$ cat src/rtl/apb_uart_regif_if.sv
// APB3 completer-side bus bundle for the UART register interface.
// The requester drives the select/address/data signals; the completer returns the response.
interface apb_uart_regif_if #(
  parameter int ADDR_W = 12
);
  logic              PSEL;
  logic              PENABLE;
  logic              PWRITE;
  logic [ADDR_W-1:0] PADDR;
  logic [31:0]       PWDATA;
  logic [31:0]       PRDATA;
  logic              PREADY;
  logic              PSLVERR;

  modport master (
    output PSEL, PENABLE, PWRITE, PADDR, PWDATA,
    input  PRDATA, PREADY, PSLVERR
  );

  modport slave (
    input  PSEL, PENABLE, PWRITE, PADDR, PWDATA,
    output PRDATA, PREADY, PSLVERR
  );
endinterface

$ cat src/rtl/apb_uart_regif.sv
// Zero-wait-state APB3 register block feeding the UART serializers.
// It holds the TX/RX byte FIFOs, CTRL/STATUS, the sticky RX overrun flag and a registered irq.
module apb_uart_regif #(
  parameter int ADDR_W     = 12,
  parameter int FIFO_DEPTH = 8,
  parameter int CNT_W      = $clog2(FIFO_DEPTH) + 1
) (
  input  logic             clk_i,
  input  logic             rst_i,
  apb_uart_regif_if.slave  apb,
  output logic [7:0]       tx_data_o,
  output logic             tx_valid_o,
  input  logic             tx_ready_i,
  input  logic [7:0]       rx_data_i,
  input  logic             rx_valid_i,
  output logic             irq_o
);
  localparam int PTR_W = $clog2(FIFO_DEPTH);
  localparam logic [CNT_W-1:0] FULL_CNT = CNT_W'(FIFO_DEPTH);

  typedef enum logic [2:0] {
    A_TXDATA = 3'd0,
    A_RXDATA = 3'd1,
    A_STATUS = 3'd2,
    A_CTRL   = 3'd3,
    A_CLEAR  = 3'd4
  } addr_e;

  logic [7:0]       tx_mem_q [FIFO_DEPTH];
  logic [7:0]       rx_mem_q [FIFO_DEPTH];
  logic [PTR_W-1:0] tx_wr_q, tx_wr_d, tx_rd_q, tx_rd_d;
  logic [PTR_W-1:0] rx_wr_q, rx_wr_d, rx_rd_q, rx_rd_d;
  logic [CNT_W-1:0] tx_cnt_q, tx_cnt_d, rx_cnt_q, rx_cnt_d;
  logic [3:0]       ctrl_q, ctrl_d;
  logic             ovr_q, ovr_d;
  logic             irq_q, irq_d;

  logic        access, wr_acc, rd_acc;
  logic [2:0]  sel;
  logic        tx_full, tx_empty, rx_full, rx_empty;
  logic        tx_push, tx_pop, rx_push, rx_pop, ovr_set, ovr_clr;
  logic [31:0] status;
  logic        unused_ok;

  assign unused_ok = ^{apb.PADDR[ADDR_W-1:5], apb.PADDR[1:0], apb.PWDATA[31:8]};

  assign access   = apb.PSEL & apb.PENABLE;
  assign wr_acc   = access & apb.PWRITE;
  assign rd_acc   = access & ~apb.PWRITE;
  assign sel      = apb.PADDR[4:2];

  assign tx_full  = (tx_cnt_q == FULL_CNT);
  assign tx_empty = (tx_cnt_q == '0);
  assign rx_full  = (rx_cnt_q == FULL_CNT);
  assign rx_empty = (rx_cnt_q == '0);

  assign tx_valid_o = ctrl_q[0] & ~tx_empty;
  assign tx_data_o  = tx_mem_q[tx_rd_q];
  assign irq_o      = irq_q;
  assign apb.PREADY = 1'b1;

  // Full/empty come from the pre-edge state, so a same-cycle pop never rescues a push into a full FIFO.
  assign tx_push = wr_acc & (sel == A_TXDATA) & ~tx_full;
  assign tx_pop  = tx_valid_o & tx_ready_i;
  assign rx_push = rx_valid_i & ctrl_q[1] & ~rx_full;
  assign ovr_set = rx_valid_i & ctrl_q[1] & rx_full;
  assign rx_pop  = rd_acc & (sel == A_RXDATA) & ~rx_empty;
  assign ovr_clr = wr_acc & (sel == A_CLEAR) & apb.PWDATA[4];

  always_comb begin
    status             = '0;
    status[0]          = tx_full;
    status[1]          = tx_empty;
    status[2]          = rx_full;
    status[3]          = rx_empty;
    status[4]          = ovr_q;
    status[8 +: CNT_W]  = tx_cnt_q;
    status[16 +: CNT_W] = rx_cnt_q;
  end

  always_comb begin
    apb.PRDATA  = '0;
    apb.PSLVERR = 1'b0;
    if (access && !rst_i) begin
      case (sel)
        A_TXDATA: apb.PSLVERR = apb.PWRITE & tx_full;
        A_RXDATA: begin
          if (!apb.PWRITE) begin
            if (rx_empty) apb.PSLVERR = 1'b1;
            else          apb.PRDATA  = {24'b0, rx_mem_q[rx_rd_q]};
          end
        end
        A_STATUS: if (!apb.PWRITE) apb.PRDATA = status;
        A_CTRL:   if (!apb.PWRITE) apb.PRDATA = {28'b0, ctrl_q};
        A_CLEAR:  apb.PRDATA = '0;
        default:  apb.PSLVERR = 1'b1;
      endcase
    end
  end

  always_comb begin
    tx_wr_d  = tx_push ? tx_wr_q + PTR_W'(1) : tx_wr_q;
    tx_rd_d  = tx_pop  ? tx_rd_q + PTR_W'(1) : tx_rd_q;
    rx_wr_d  = rx_push ? rx_wr_q + PTR_W'(1) : rx_wr_q;
    rx_rd_d  = rx_pop  ? rx_rd_q + PTR_W'(1) : rx_rd_q;
    tx_cnt_d = tx_cnt_q;
    rx_cnt_d = rx_cnt_q;
    case ({tx_push, tx_pop})
      2'b10:   tx_cnt_d = tx_cnt_q + CNT_W'(1);
      2'b01:   tx_cnt_d = tx_cnt_q - CNT_W'(1);
      default: tx_cnt_d = tx_cnt_q;
    endcase
    case ({rx_push, rx_pop})
      2'b10:   rx_cnt_d = rx_cnt_q + CNT_W'(1);
      2'b01:   rx_cnt_d = rx_cnt_q - CNT_W'(1);
      default: rx_cnt_d = rx_cnt_q;
    endcase
    ctrl_d = (wr_acc && sel == A_CTRL) ? apb.PWDATA[3:0] : ctrl_q;
    // A new overrun beats a same-cycle clear.
    ovr_d  = ovr_set ? 1'b1 : (ovr_clr ? 1'b0 : ovr_q);
    irq_d  = (ctrl_q[2] & tx_empty) | (ctrl_q[3] & ~rx_empty) | ovr_q;
  end

  always_ff @(posedge clk_i or posedge rst_i) begin
    if (rst_i) begin
      tx_wr_q  <= '0;
      tx_rd_q  <= '0;
      rx_wr_q  <= '0;
      rx_rd_q  <= '0;
      tx_cnt_q <= '0;
      rx_cnt_q <= '0;
      ctrl_q   <= '0;
      ovr_q    <= 1'b0;
      irq_q    <= 1'b0;
    end else begin
      tx_wr_q  <= tx_wr_d;
      tx_rd_q  <= tx_rd_d;
      rx_wr_q  <= rx_wr_d;
      rx_rd_q  <= rx_rd_d;
      tx_cnt_q <= tx_cnt_d;
      rx_cnt_q <= rx_cnt_d;
      ctrl_q   <= ctrl_d;
      ovr_q    <= ovr_d;
      irq_q    <= irq_d;
    end
  end

  // Storage needs no reset; the pointers and counts define what is valid.
  always_ff @(posedge clk_i) begin
    if (tx_push) tx_mem_q[tx_wr_q] <= apb.PWDATA[7:0];
    if (rx_push) rx_mem_q[rx_wr_q] <= rx_data_i;
  end
endmodule
$ cat src/flat_wrapper.sv
// flat-port wrapper written by rule: the top's interface ports become plain ports
module apb_uart_regif_flat 
#(
  parameter int ADDR_W     = 12,
  parameter int FIFO_DEPTH = 8,
  parameter int CNT_W      = $clog2(FIFO_DEPTH) + 1
)
  (clk_i, rst_i, tx_data_o, tx_valid_o, tx_ready_i, rx_data_i, rx_valid_i, irq_o, apb_PSEL, apb_PENABLE, apb_PWRITE, apb_PADDR, apb_PWDATA, apb_PRDATA, apb_PREADY, apb_PSLVERR);
  apb_uart_regif_if #(.ADDR_W(ADDR_W)) apb_i ();
  input  logic clk_i;
  input  logic rst_i;
  output logic [7:0] tx_data_o;
  output logic tx_valid_o;
  input  logic tx_ready_i;
  input  logic [7:0] rx_data_i;
  input  logic rx_valid_i;
  output logic irq_o;
  input wire logic [$bits(apb_i.PSEL)-1:0] apb_PSEL;
  input wire logic [$bits(apb_i.PENABLE)-1:0] apb_PENABLE;
  input wire logic [$bits(apb_i.PWRITE)-1:0] apb_PWRITE;
  input wire logic [$bits(apb_i.PADDR)-1:0] apb_PADDR;
  input wire logic [$bits(apb_i.PWDATA)-1:0] apb_PWDATA;
  output wire logic [$bits(apb_i.PRDATA)-1:0] apb_PRDATA;
  output wire logic [$bits(apb_i.PREADY)-1:0] apb_PREADY;
  output wire logic [$bits(apb_i.PSLVERR)-1:0] apb_PSLVERR;
  assign apb_i.PSEL = apb_PSEL;
  assign apb_i.PENABLE = apb_PENABLE;
  assign apb_i.PWRITE = apb_PWRITE;
  assign apb_i.PADDR = apb_PADDR;
  assign apb_i.PWDATA = apb_PWDATA;
  assign apb_PRDATA = apb_i.PRDATA;
  assign apb_PREADY = apb_i.PREADY;
  assign apb_PSLVERR = apb_i.PSLVERR;
  apb_uart_regif #(.ADDR_W(ADDR_W), .FIFO_DEPTH(FIFO_DEPTH), .CNT_W(CNT_W)) u_core (.clk_i(clk_i), .rst_i(rst_i), .apb(apb_i), .tx_data_o(tx_data_o), .tx_valid_o(tx_valid_o), .tx_ready_i(tx_ready_i), .rx_data_i(rx_data_i), .rx_valid_i(rx_valid_i), .irq_o(irq_o));
endmodule
$ cat config.mk
export PLATFORM = sky130hd
export DESIGN_NAME = apb_uart_regif_flat
export DESIGN_NICKNAME = d
export VERILOG_FILES = /design/src/rtl/apb_uart_regif_if.sv /design/src/rtl/apb_uart_regif.sv /design/src/flat_wrapper.sv
export SDC_FILE = /design/constraint.sdc
export NUM_CORES = 1
export LEC_CHECK = 0
export CORE_MARGIN = 2
export CORE_UTILIZATION = 36
export DETAILED_ROUTE_END_ITERATION = 10
export HOLD_SLACK_MARGIN = 0.02
export PLACE_DENSITY = 0.61
export SETUP_SLACK_MARGIN = 0.1
export SYNTH_ARGS = -nofsm -noshare
export SYNTH_HDL_FRONTEND = slang
export SYNTH_SLANG_ARGS = --single-unit
$ cat constraint.sdc
create_clock -name clk_i -period 5.9 [get_ports clk_i]
set_clock_uncertainty 0.1 [all_clocks]
set_input_delay 1.77 -clock clk_i [delete_from_list [all_inputs] [get_ports clk_i]]
set_output_delay 1.77 -clock clk_i [all_outputs]
set_load 0.005 [all_outputs]
==> results of run 1 <==
==> registers in the layout, indices dropped and copies added, names as in the netlist <==
| name | cells |
|---|---|
| u_core.rx_wr_q | 3 |
| u_core.irq_o | 1 |
| u_core.ctrl_q | 4 |
| u_core.rx_rd_q | 3 |
| u_core.rx_cnt_q | 4 |
| u_core.tx_wr_q | 3 |
| u_core.ovr_q | 1 |
| u_core.tx_rd_q | 3 |
| u_core.rx_mem_q | 64 |
| u_core.tx_cnt_q | 4 |
| u_core.tx_mem_q | 64 |
==> cell families (layout without fill, tap and decap cells) <==
logic type / Yosys count / in the layout / synth area share
buf+inv: 34 / 100 / 0.0326
simple gates: 80 / 80 / 0.0736
flops: 154 / 154 / 0.676
other cells: 2 / 17 / 0.00113
fa+ha+maj: 10 / 10 / 0.0188
xor+xnor: 17 / 17 / 0.0224
compound gates: 20 / 20 / 0.0194
mux: 61 / 61 / 0.156
==> power breakdown <==
part | switching (mW) | internal, mW
Combinational | 0.193 | 0.389
Sequential | 0.211 | 1.27
Clock | 0.452 | 0.590
Total | 0.856 | 2.24
==> through the flow <==
| step | area [um^2] | utilization | hold slack (ps) | TNS [ps] | power (mW) |
|---|---|---|---|---|---|
| final | 8010 | 0.444 | 448 | 0 | 3.10 |
| after global routing | 8010 | 0.444 | 472 | 0 | 3.26 |
| after CTS | 7990 | 0.443 | 448 | 0 | 3.14 |
| after detailed placement | 7410 | 0.411 | 429 | -4.10 | 2.10 |
| after global placement | 7410 | 0.411 | 417 | -22.4 | 2.07 |
| after floorplan | 6700 | - | 364 | 0 | 1.87 |
==> layout make-up <==
cell class	count	area (um^2)	area share
Clock inverter	14	141	0.0177
Timing Repair Buffer	65	619	0.0773
Tap cell	229	287	0.0358
Inverter	3	11.3	0.00141
Multi-Input combinational cell	205	2030	0.253
Clock buffer	18	429	0.0536
Sequential cell	154	4490	0.561
==> metal layers <==
layer / global-route usage / vias to the layer above
met3: 0.0397 / 19
li1: - / 1569
met4: 0.0500 / 0
met2: 0.260 / 69
met5: 0 / -
met1: 0.158 / 1776
==> cell usage in the layout (no fill, tap or decap), drive strengths merged, types with 7 or more instances in the layout <==
master / Yosys / final
nand2: 16 / 16
inv: 3 / 7
edfxtp: 128 / 128
xnor2: 8 / 8
buf: 29 / 13
nor2: 25 / 25
conb: 2 / 17
clkbuf: 2 / 18
clkdlybuf4s50: 0 / 50
mux2i: 11 / 11
mux4: 32 / 32
nand2b: 7 / 7
dfrtp: 26 / 26
and2: 8 / 8
mux2: 18 / 18
xor2: 9 / 9
ha: 10 / 10
==> path summary, 6_finish.rpt <==
path | startpoint | end | slack (ps) | cells past startpoint
setup / recovery | apb_PWRITE | apb_PRDATA[6] | 200 | 7
hold / removal | u_core.tx_cnt_q[3] | u_core.tx_cnt_q[3] | 450 | 1
setup reg to reg | u_core.tx_cnt_q[0] | u_core.tx_cnt_q[2] | 3200 | 9
hold reg to reg | u_core.tx_cnt_q[3] | u_core.tx_cnt_q[3] | 450 | 1
max in group asynchronous | rst_i | u_core.rx_rd_q[1] | 3160 | 2
min in group asynchronous | rst_i | u_core.rx_cnt_q[2] | 1910 | 2
==> timing repair <==
item | 4_1_cts | 5_1_grt
buffers inserted | 0 | 0
endpoints found under the setup margin | 16 | 12
resized for setup | 4 | 5
pin swaps | 0 | 2
hold endpoints to repair | 0 | 0
==> summary.md, run 1 <==
| Metric | Value |
|---|---|
| Core area | 18,000 um^2 |
| Final worst slack | 200 ps |
| H-Tree Depth | 4 |
| Total CTS buffers | 17 |
| Pre-CTS setup slack | -4.10 ps |
| RSZ-0062 raised after global routing | yes |
| FP Rows | 49 |
| Wire length per cell | 19.1 um |
| Power density cells | 387 nW/um^2 |
| Post-route met1 wirelength | 5220 um |
| Final period util | 0.966 |
| Worst-path clk slew | 70 ps |
| Top FF cell, synth | edfxtp_1 |
| Worst slew margin | 0.273 |
| Die width | 140 um |
| Crit path required time | 4030 ps |
| Area grow syn2layout | 20.5% |
| Cell with the most instances after synthesis | edfxtp_1 |
| # clock sinks | 154 |
| DR vias/cell | 4.99 |
| Final Hold Viols | 0 |
| IO Count | 103 |
| Largest net degree at the start of global routing | 27 |
| Worst path slowest cell | or4b_4 |
| NumNets Final | 515 |
| Met3 WL post-DR | 428 um |
| Top cells by area, synth | edfxtp_1 (58%), mux4_2 (11%), dfrtp_1 (9.8%) |
| Synth Register Bits | 154 |
| Fmax | 175 MHz |
| Worst path buffer plus inverter count | 3 |
| Max IR drop VDD | 220 uV |
| Number of antenna violations at the first check in global routing | 0 |
| Critical path start-end classification | primary input to output pin |
| CP dominant cell by count | clkdlybuf4s50_1 |
| Max Cap Viol | 0 |
| Die H | 140 um |
| WL met2 | 7230 um |
| Global route overflow | 0 |
| Post-route insts no fill | 688 |
| Vias in the first global route | 3,669 |
| Static leakage | 2.72 nW |
| ANT cells | 0 |
| Number of flops mapped to enable cells by yosys | 128 |
| Fillers | 1,586 |
| Yosys cell types | 49 |
| Slew @ Worst Pin | 1090 ps |
| Cell Area, Synth | 6650 um^2 |
| First-pass GRT wire length | 20,500 um |
| Async S/R FF share, synth | 0.169 |
| Post-layout min period | 5700 ps |
| HP Class | flip-flop to flip-flop |
| Avg Cell Area, Syn | 17.6 um^2 |
| Gr usage total | 0.142 |
| Clock Latency Late Sink | 430 ps |
| Post-synth top area share | 0.578 |
| Slew Viols, Final | 0 |
| IO Port Bufs | 52 |
| RD Place Congestion | 0.715 |
| Via count | 3,433 |
| CTS Buffer Depth | 2 |
| Setup Viol. Count Final | 0 |
| Commonest cells post-synth | edfxtp_1 (128), mux4_2 (32), dfrtp_1 (26) |
| CTS tree | done |
| Run status | completed |
| Routed Antenna Nets | 0 |
| Placed Cells incl. Taps | 656 |
| Crit-path leading delay family | buffers and inverters |
| Top Layer Used | met4 |
| Cts hold-fix bufs | 0 |
| # DRC | 0 |
| Worst path cell trace | clkdlybuf4s50_1 > or4b_4 > nor2_2 > nand2_2 > buf_4 > nor2_1 > clkdlybuf4s50_1 |
| Starting DRT DRC Count | 250 |
| Crit-path max FO | 6 |
| CTS Root Cell | clkbuf_16 |
| Total wire length | 13,100 um |
| Dpl hpwl | 8590 um |
| Initial Util | 0.369 |
| Synth warn | 0 |
| Post-synthesis sequential area ratio | 0.676 |
| CP max stage delay | 560 ps |
| Worst Setup Start Kind | primary input |
| Critical Path End Type | output pin |
| Cells after Synth | 378 |
| Layout cells sized above 1 | 0.244 |
| Die area | 19,600 um^2 |
| Synth area leader | edfxtp_1 |
| WP data arrival | 3830 ps |
| 1st-pass router iterations | 4 |
(Power assumes the default switching activity.)
==> run 2: changes to the inputs <==
- SLEW_MARGIN: unset -> 40
==> run 2 against run 1 <==
  * Total power grew 0.33%
  * Count of clock-buffer cells in the layout is the same
  * Register-to-register slack is essentially flat
  * Global-route usage grew 0.088 points
  * Final area grew 0.31%
  * Via count grew 0.58%
  * Non-clock buffer count is the same
  * Critical path type unchanged
  * Critical endpoint unchanged
  * Largest cell class unchanged
==> summary.md, run 2 (synthesis results as in run 1) <==
| Metric | Value |
|---|---|
| Run status | completed |
| Worst slew margin | 0.455 (+0.182) |
| Cell area after layout | 8030 um^2 (+0.31%) |
| Critical Path End Type | output pin |
| Static leakage | 2.70 nW (-0.86%) |
| Global route overflow | 0 (unchanged) |
| Reg2Reg Depth | 10 (+1) |
| Setup Viol. Count Final | 0 (unchanged) |
| CTS tree | done |
| IO Port Bufs | 52 (unchanged) |
| Max IR drop VDD | 224 uV (+2.0%) |
| Critical path start-end classification | primary input to output pin |
| Setup_tns | 0 ps (unchanged) |
| Power density cells | 387 nW/um^2 (about the same) |
| Fillers | 1,572 (-0.88%) |
| FP Rows | 49 (unchanged) |
| Total CTS buffers | 17 (unchanged) |
| CTS Root Cell | clkbuf_16 |
| Worst Setup Start Kind | primary input |
| Dpl hpwl | 8610 um (+0.22%) |
| Total power | 3.11 mW (+0.33%) |
| Placed Instance Area | 7440 um^2 (+0.42%) |
| Clock Latency Late Sink | 430 ps (about the same) |
| Number of antenna violations at the first check in global routing | 0 (unchanged) |
| Vias in the first global route | 3,690 (+0.57%) |
| Via count | 3,453 (+0.58%) |
| Die area | 19,600 um^2 (unchanged) |
| 1st-pass router iterations | 6 (+2) |
| IO Count | 103 (unchanged) |
| Area grow syn2layout | 20.8% |
| First-pass GRT wire length | 20,600 um (+0.64%) |
| Most frequent cells in the layout | edfxtp_1 (128), clkdlybuf4s50_1 (51), mux4_2 (32) |
| Commonest non-fill, non-tap cell in the layout | edfxtp_1 |
| Largest net degree at the start of global routing | 27 (unchanged) |
| Hold path cells | 1 (unchanged) |
| Fmax | 175 MHz (-0.29%) |
| Starting DRT DRC Count | 242 (-3.2%) |
| Post-layout min period | 5720 ps (+16.4 ps) |
| Gr usage total | 0.143 (+0.000879) |
| DR vias/cell | 5.02 (+0.58%) |
| Crit path required time | 4030 ps (about the same) |
| Worst-path clk slew | 60 ps (about the same) |
| HP Class | flip-flop to flip-flop |
| Final period util | 0.969 (+0.00277) |
| RSZ-0062 raised after global routing | no |
| Slew @ Worst Pin | 818 ps (-273 ps) |
| Max Cap Viol | 0 (unchanged) |
| Total wire length | 13,200 um (+0.46%) |
| WP data arrival | 3850 ps (+20 ps) |
| CTS Buffer Depth | 2 (unchanged) |
| ANT cells | 0 (unchanged) |
| Core area | 18,000 um^2 (unchanged) |
| H-Tree Depth | 4 (unchanged) |
| Die H | 140 um (unchanged) |
| RD Place Congestion | 0.715 (unchanged) |
| # clock sinks | 154 (unchanged) |
| Die width | 140 um (unchanged) |
| Cts hold-fix bufs | 0 (unchanged) |
| Layout cells sized above 1 | 0.275 (+0.0305) |
| Crit-path max FO | 6 (unchanged) |
| Routed Antenna Nets | 0 (unchanged) |
| Top flop regs | u_core.rx_mem_q: 64 flops, u_core.tx_mem_q: 64 flops |
| NumNets Final | 515 (unchanged) |
| Initial Util | 0.369 (unchanged) |
| Final Hold Viols | 0 (unchanged) |
| # DRC | 0 (unchanged) |
| Slew Viols, Final | 0 (unchanged) |
| Wire length per cell | 19.2 um (+0.46%) |
-- run 2: metrics by stage --
stage / hold slack, ps / worst slack, ps / util / instances
2_1_floorplan: 364 / 1230 / - / 393
3_3_place_gp: 417 / -22.4 / 0.411 / 656
3_5_place_dp: 429 / -15.8 / 0.413 / 656
4_1_cts: 444 / 126 / 0.445 / 688
5_1_grt: 471 / 79.6 / 0.446 / 688
6_report: 440 / 183 / 0.446 / 688
-- run 2: final timing paths --
check | start | end | slack [ps]
max reg2reg | u_core.tx_cnt_q[1] | u_core.tx_cnt_q[2] | 3210
min reg2reg | u_core.tx_wr_q[0] | u_core.tx_wr_q[0] | 440
max | apb_PWRITE | apb_PRDATA[6] | 180
min | u_core.tx_wr_q[0] | u_core.tx_wr_q[0] | 440
min in group asynchronous | rst_i | u_core.rx_cnt_q[3] | 1720
max in group asynchronous | rst_i | u_core.tx_rd_q[0] | 3570
-- run 2: metal layers --
metal | wire length (um) | up-vias | GRT usage
met5 | 0 | - | 0
met2 | 7060 | 68 | 0.255
met1 | 5430 | 1791 | 0.163
li1 | - | 1578 | -
met3 | 487 | 16 | 0.0400
met4 | 203 | 0 | 0.0553
-- run 2: report_power, final --
part / switching (mW) / internal, mW
Sequential: 0.217 / 1.27
Clock: 0.453 / 0.588
Combinational: 0.198 / 0.388
Total: 0.868 / 2.24
-- run 2: critical path, cell delays in order --
cell and delay [ps]:
clkdlybuf4s50_1 430, or4b_4 560, nor2_2 120, nand2_2 130
buf_4 180, nor2_1 140, clkdlybuf4s50_1 520
-- run 2: area by class of cell --
type,count,area (um^2),share of cell area
Inverter,3,11.3,0.00140
Clock inverter,14,134,0.0167
Multi-Input combinational cell,205,2060,0.256
Clock buffer,18,429,0.0534
Tap cell,229,287,0.0357
Sequential cell,154,4500,0.560
Timing Repair Buffer,65,617,0.0768
-- run 2: repair_timing --
action | in CTS | in global routing
resized for setup | 5 | 2
endpoints found under the setup margin | 16 | 11
setup buffers | 0 | 0
==> run 3: changes to the inputs <==
- TNS_END_PERCENT: unset -> 50
==> run 3 against run 2 <==
  * Via count increased by 0.20%
  * Worst setup slack got worse by 45 ps
  * Register-to-register slack barely moved
  * Utilization hardly changed
  * First-iteration DRC count fell by 8.3%
  * Hold slack hardly changed
  * Largest cell class unchanged
==> summary.md, run 3 (synthesis results as in run 1) <==
| Metric | Value |
|---|---|
| Gr usage total | 0.143 (unchanged) |
| Max IR drop VDD | 224 uV (about the same) |
| Wire length per cell | 19.1 um (-0.17%) |
| HP Class | flip-flop to flip-flop |
| ANT cells | 0 (unchanged) |
| Top flop regs | u_core.rx_mem_q: 64 flops, u_core.tx_mem_q: 64 flops |
| Vias in the first global route | 3,690 (unchanged) |
| Core area | 18,000 um^2 (unchanged) |
| Setup_tns | 0 ps (unchanged) |
| Busiest grt layer | met2 |
| M2 GR Usage | 0.255 (unchanged) |
| Post-layout min period | 5760 ps (+45.1 ps) |
| Worst path slowest cell | or4b_4 |
| Run status | completed |
| Initial Util | 0.369 (unchanged) |
| IO Port Bufs | 52 (unchanged) |
| Slew Viols, Final | 0 (unchanged) |
| Die width | 140 um (unchanged) |
| H-Tree Depth | 4 (unchanged) |
| Area grow syn2layout | 20.8% (about the same) |
| Total CTS buffers | 17 (unchanged) |
| Final core utilization | 0.446 (about the same) |
| NumNets Final | 515 (unchanged) |
| IO Count | 103 (unchanged) |
| Post-route insts no fill | 688 (unchanged) |
| Total power | 3.11 mW (about the same) |
| Worst path cell trace | clkdlybuf4s50_1 > or4b_4 > nor2_1 > nand2_2 > buf_4 > nor2_1 > clkdlybuf4s50_1 |
| Crit path required time | 4030 ps (about the same) |
| Dpl hpwl | 8610 um (unchanged) |
| Met1 Track Usage GR | 0.163 (unchanged) |
| Power density cells | 387 nW/um^2 (about the same) |
| Final period util | 0.977 (+0.00764) |
| DR vias/cell | 5.03 (+0.20%) |
| Static leakage | 2.70 nW (about the same) |
| Total wire length | 13,200 um (-0.17%) |
| Critical path start-end classification | primary input to output pin |
| Largest net degree at the start of global routing | 27 (unchanged) |
| Routed Antenna Nets | 0 (unchanged) |
| RSZ-0062 raised after global routing | yes |
| CP max stage delay | 550 ps (about the same) |
| Die area | 19,600 um^2 (unchanged) |
| Fmax | 174 MHz (-0.78%) |
| # clock sinks | 154 (unchanged) |
| # DRC | 0 (unchanged) |
| CTS Buffer Depth | 2 (unchanged) |
| RD Place Congestion | 0.715 (unchanged) |
| FP Rows | 49 (unchanged) |
| Commonest non-fill, non-tap cell in the layout | edfxtp_1 |
| M3 GR Usage | 0.0400 (unchanged) |
| First-pass GRT wire length | 20,600 um (unchanged) |
| WP data arrival | 3890 ps (+40 ps) |
| Global route overflow | 0 (unchanged) |
| CTS Root Cell | clkbuf_16 |
| Number of antenna violations at the first check in global routing | 0 (unchanged) |
| Placed Cells incl. Taps | 656 (unchanged) |
| Final Hold Viols | 0 (unchanged) |
| Worst Setup Start Kind | primary input |
| Worst-path clk slew | 60 ps (about the same) |
| 1st-pass router iterations | 4 (-2) |
| Clock Latency Late Sink | 430 ps (about the same) |
| Layout cells sized above 1 | 0.272 (-0.00218) |
| Starting DRT DRC Count | 222 (-8.3%) |
| Crit-path max FO | 6 (unchanged) |
| CTS tree | done |
| Tightest hold margin | 440 ps (+0.0870 ps) |
| Slew @ Worst Pin | 817 ps (-0.654 ps) |
| Setup Viol. Count Final | 0 (unchanged) |
| Most frequent cells in the layout | edfxtp_1 (128), clkdlybuf4s50_1 (51), mux4_2 (32) |
| Critical Path End Type | output pin |
| Via count | 3,460 (+0.20%) |
| Post-CTS Setup Repair Bufs | 0 (unchanged) |
| Worst slew margin | 0.455 (about the same) |
| Max Cap Viol | 0 (unchanged) |
| Die H | 140 um (unchanged) |
-- run 3: changes by cell type in the layout (fill, tap and decap cells not counted) --
cell / previous run / this run
nor2_2: 12 / 11
nor2_1: 12 / 13
-- run 3: layer usage --
metal  wire [um]  up-vias
met1        5370     1796
met3         528       17
li1            -     1577
met5           0        -
met2        7050       70
met4         213        0
-- run 3: final timing paths --
check,start,to,depth (start not counted),slack [ps]
max,apb_PWRITE,apb_PRDATA[6],7,140
min reg2reg,u_core.tx_wr_q[0],u_core.tx_wr_q[0],1,440
min,u_core.tx_wr_q[0],u_core.tx_wr_q[0],1,440
max reg2reg,u_core.tx_cnt_q[1],u_core.tx_cnt_q[2],10,3210
max in group asynchronous,rst_i,u_core.tx_rd_q[0],2,3570
min in group asynchronous,rst_i,u_core.rx_cnt_q[3],2,1720
-- run 3: final cells by class --
class / count / area, um^2
inverters: 3 / 11.3
clock inverters: 14 / 134
repair buffers: 65 / 617
flip-flops and latches: 154 / 4500
well taps: 229 / 287
clock buffers: 18 / 429
multi-input cells: 205 / 2050
fillers: 1569 / 9990
-- run 3: repair_timing --
action	in CTS	in global routing
endpoints found under the setup margin	16	11
gates resized for setup	5	1
hold buffers	0	0
-- run 3: critical path: cells and delay by family --
| family | cells | cell delay (ps) |
|---|---|---|
| buffers and inverters | 3 | 1130 |
| and+or+nand+nor | 4 | 970 |
-- run 3: power breakdown --
| part | switching (mW) | leakage (nW) | internal, mW |
|---|---|---|---|
| Clock | 0.453 | 0.272 | 0.588 |
| Sequential | 0.217 | 1.48 | 1.27 |
| Combinational | 0.197 | 0.945 | 0.388 |
| Total | 0.866 | 2.70 | 2.24 |
-- run 3: metrics by stage --
step | setup slack, ps | instance area [um^2]
3_3_place_gp | -22.4 | 7410
5_1_grt | 81.9 | 8030
2_1_floorplan | 1230 | 6700
4_1_cts | 126 | 8020
3_5_place_dp | -15.8 | 7440
6_report | 138 | 8030
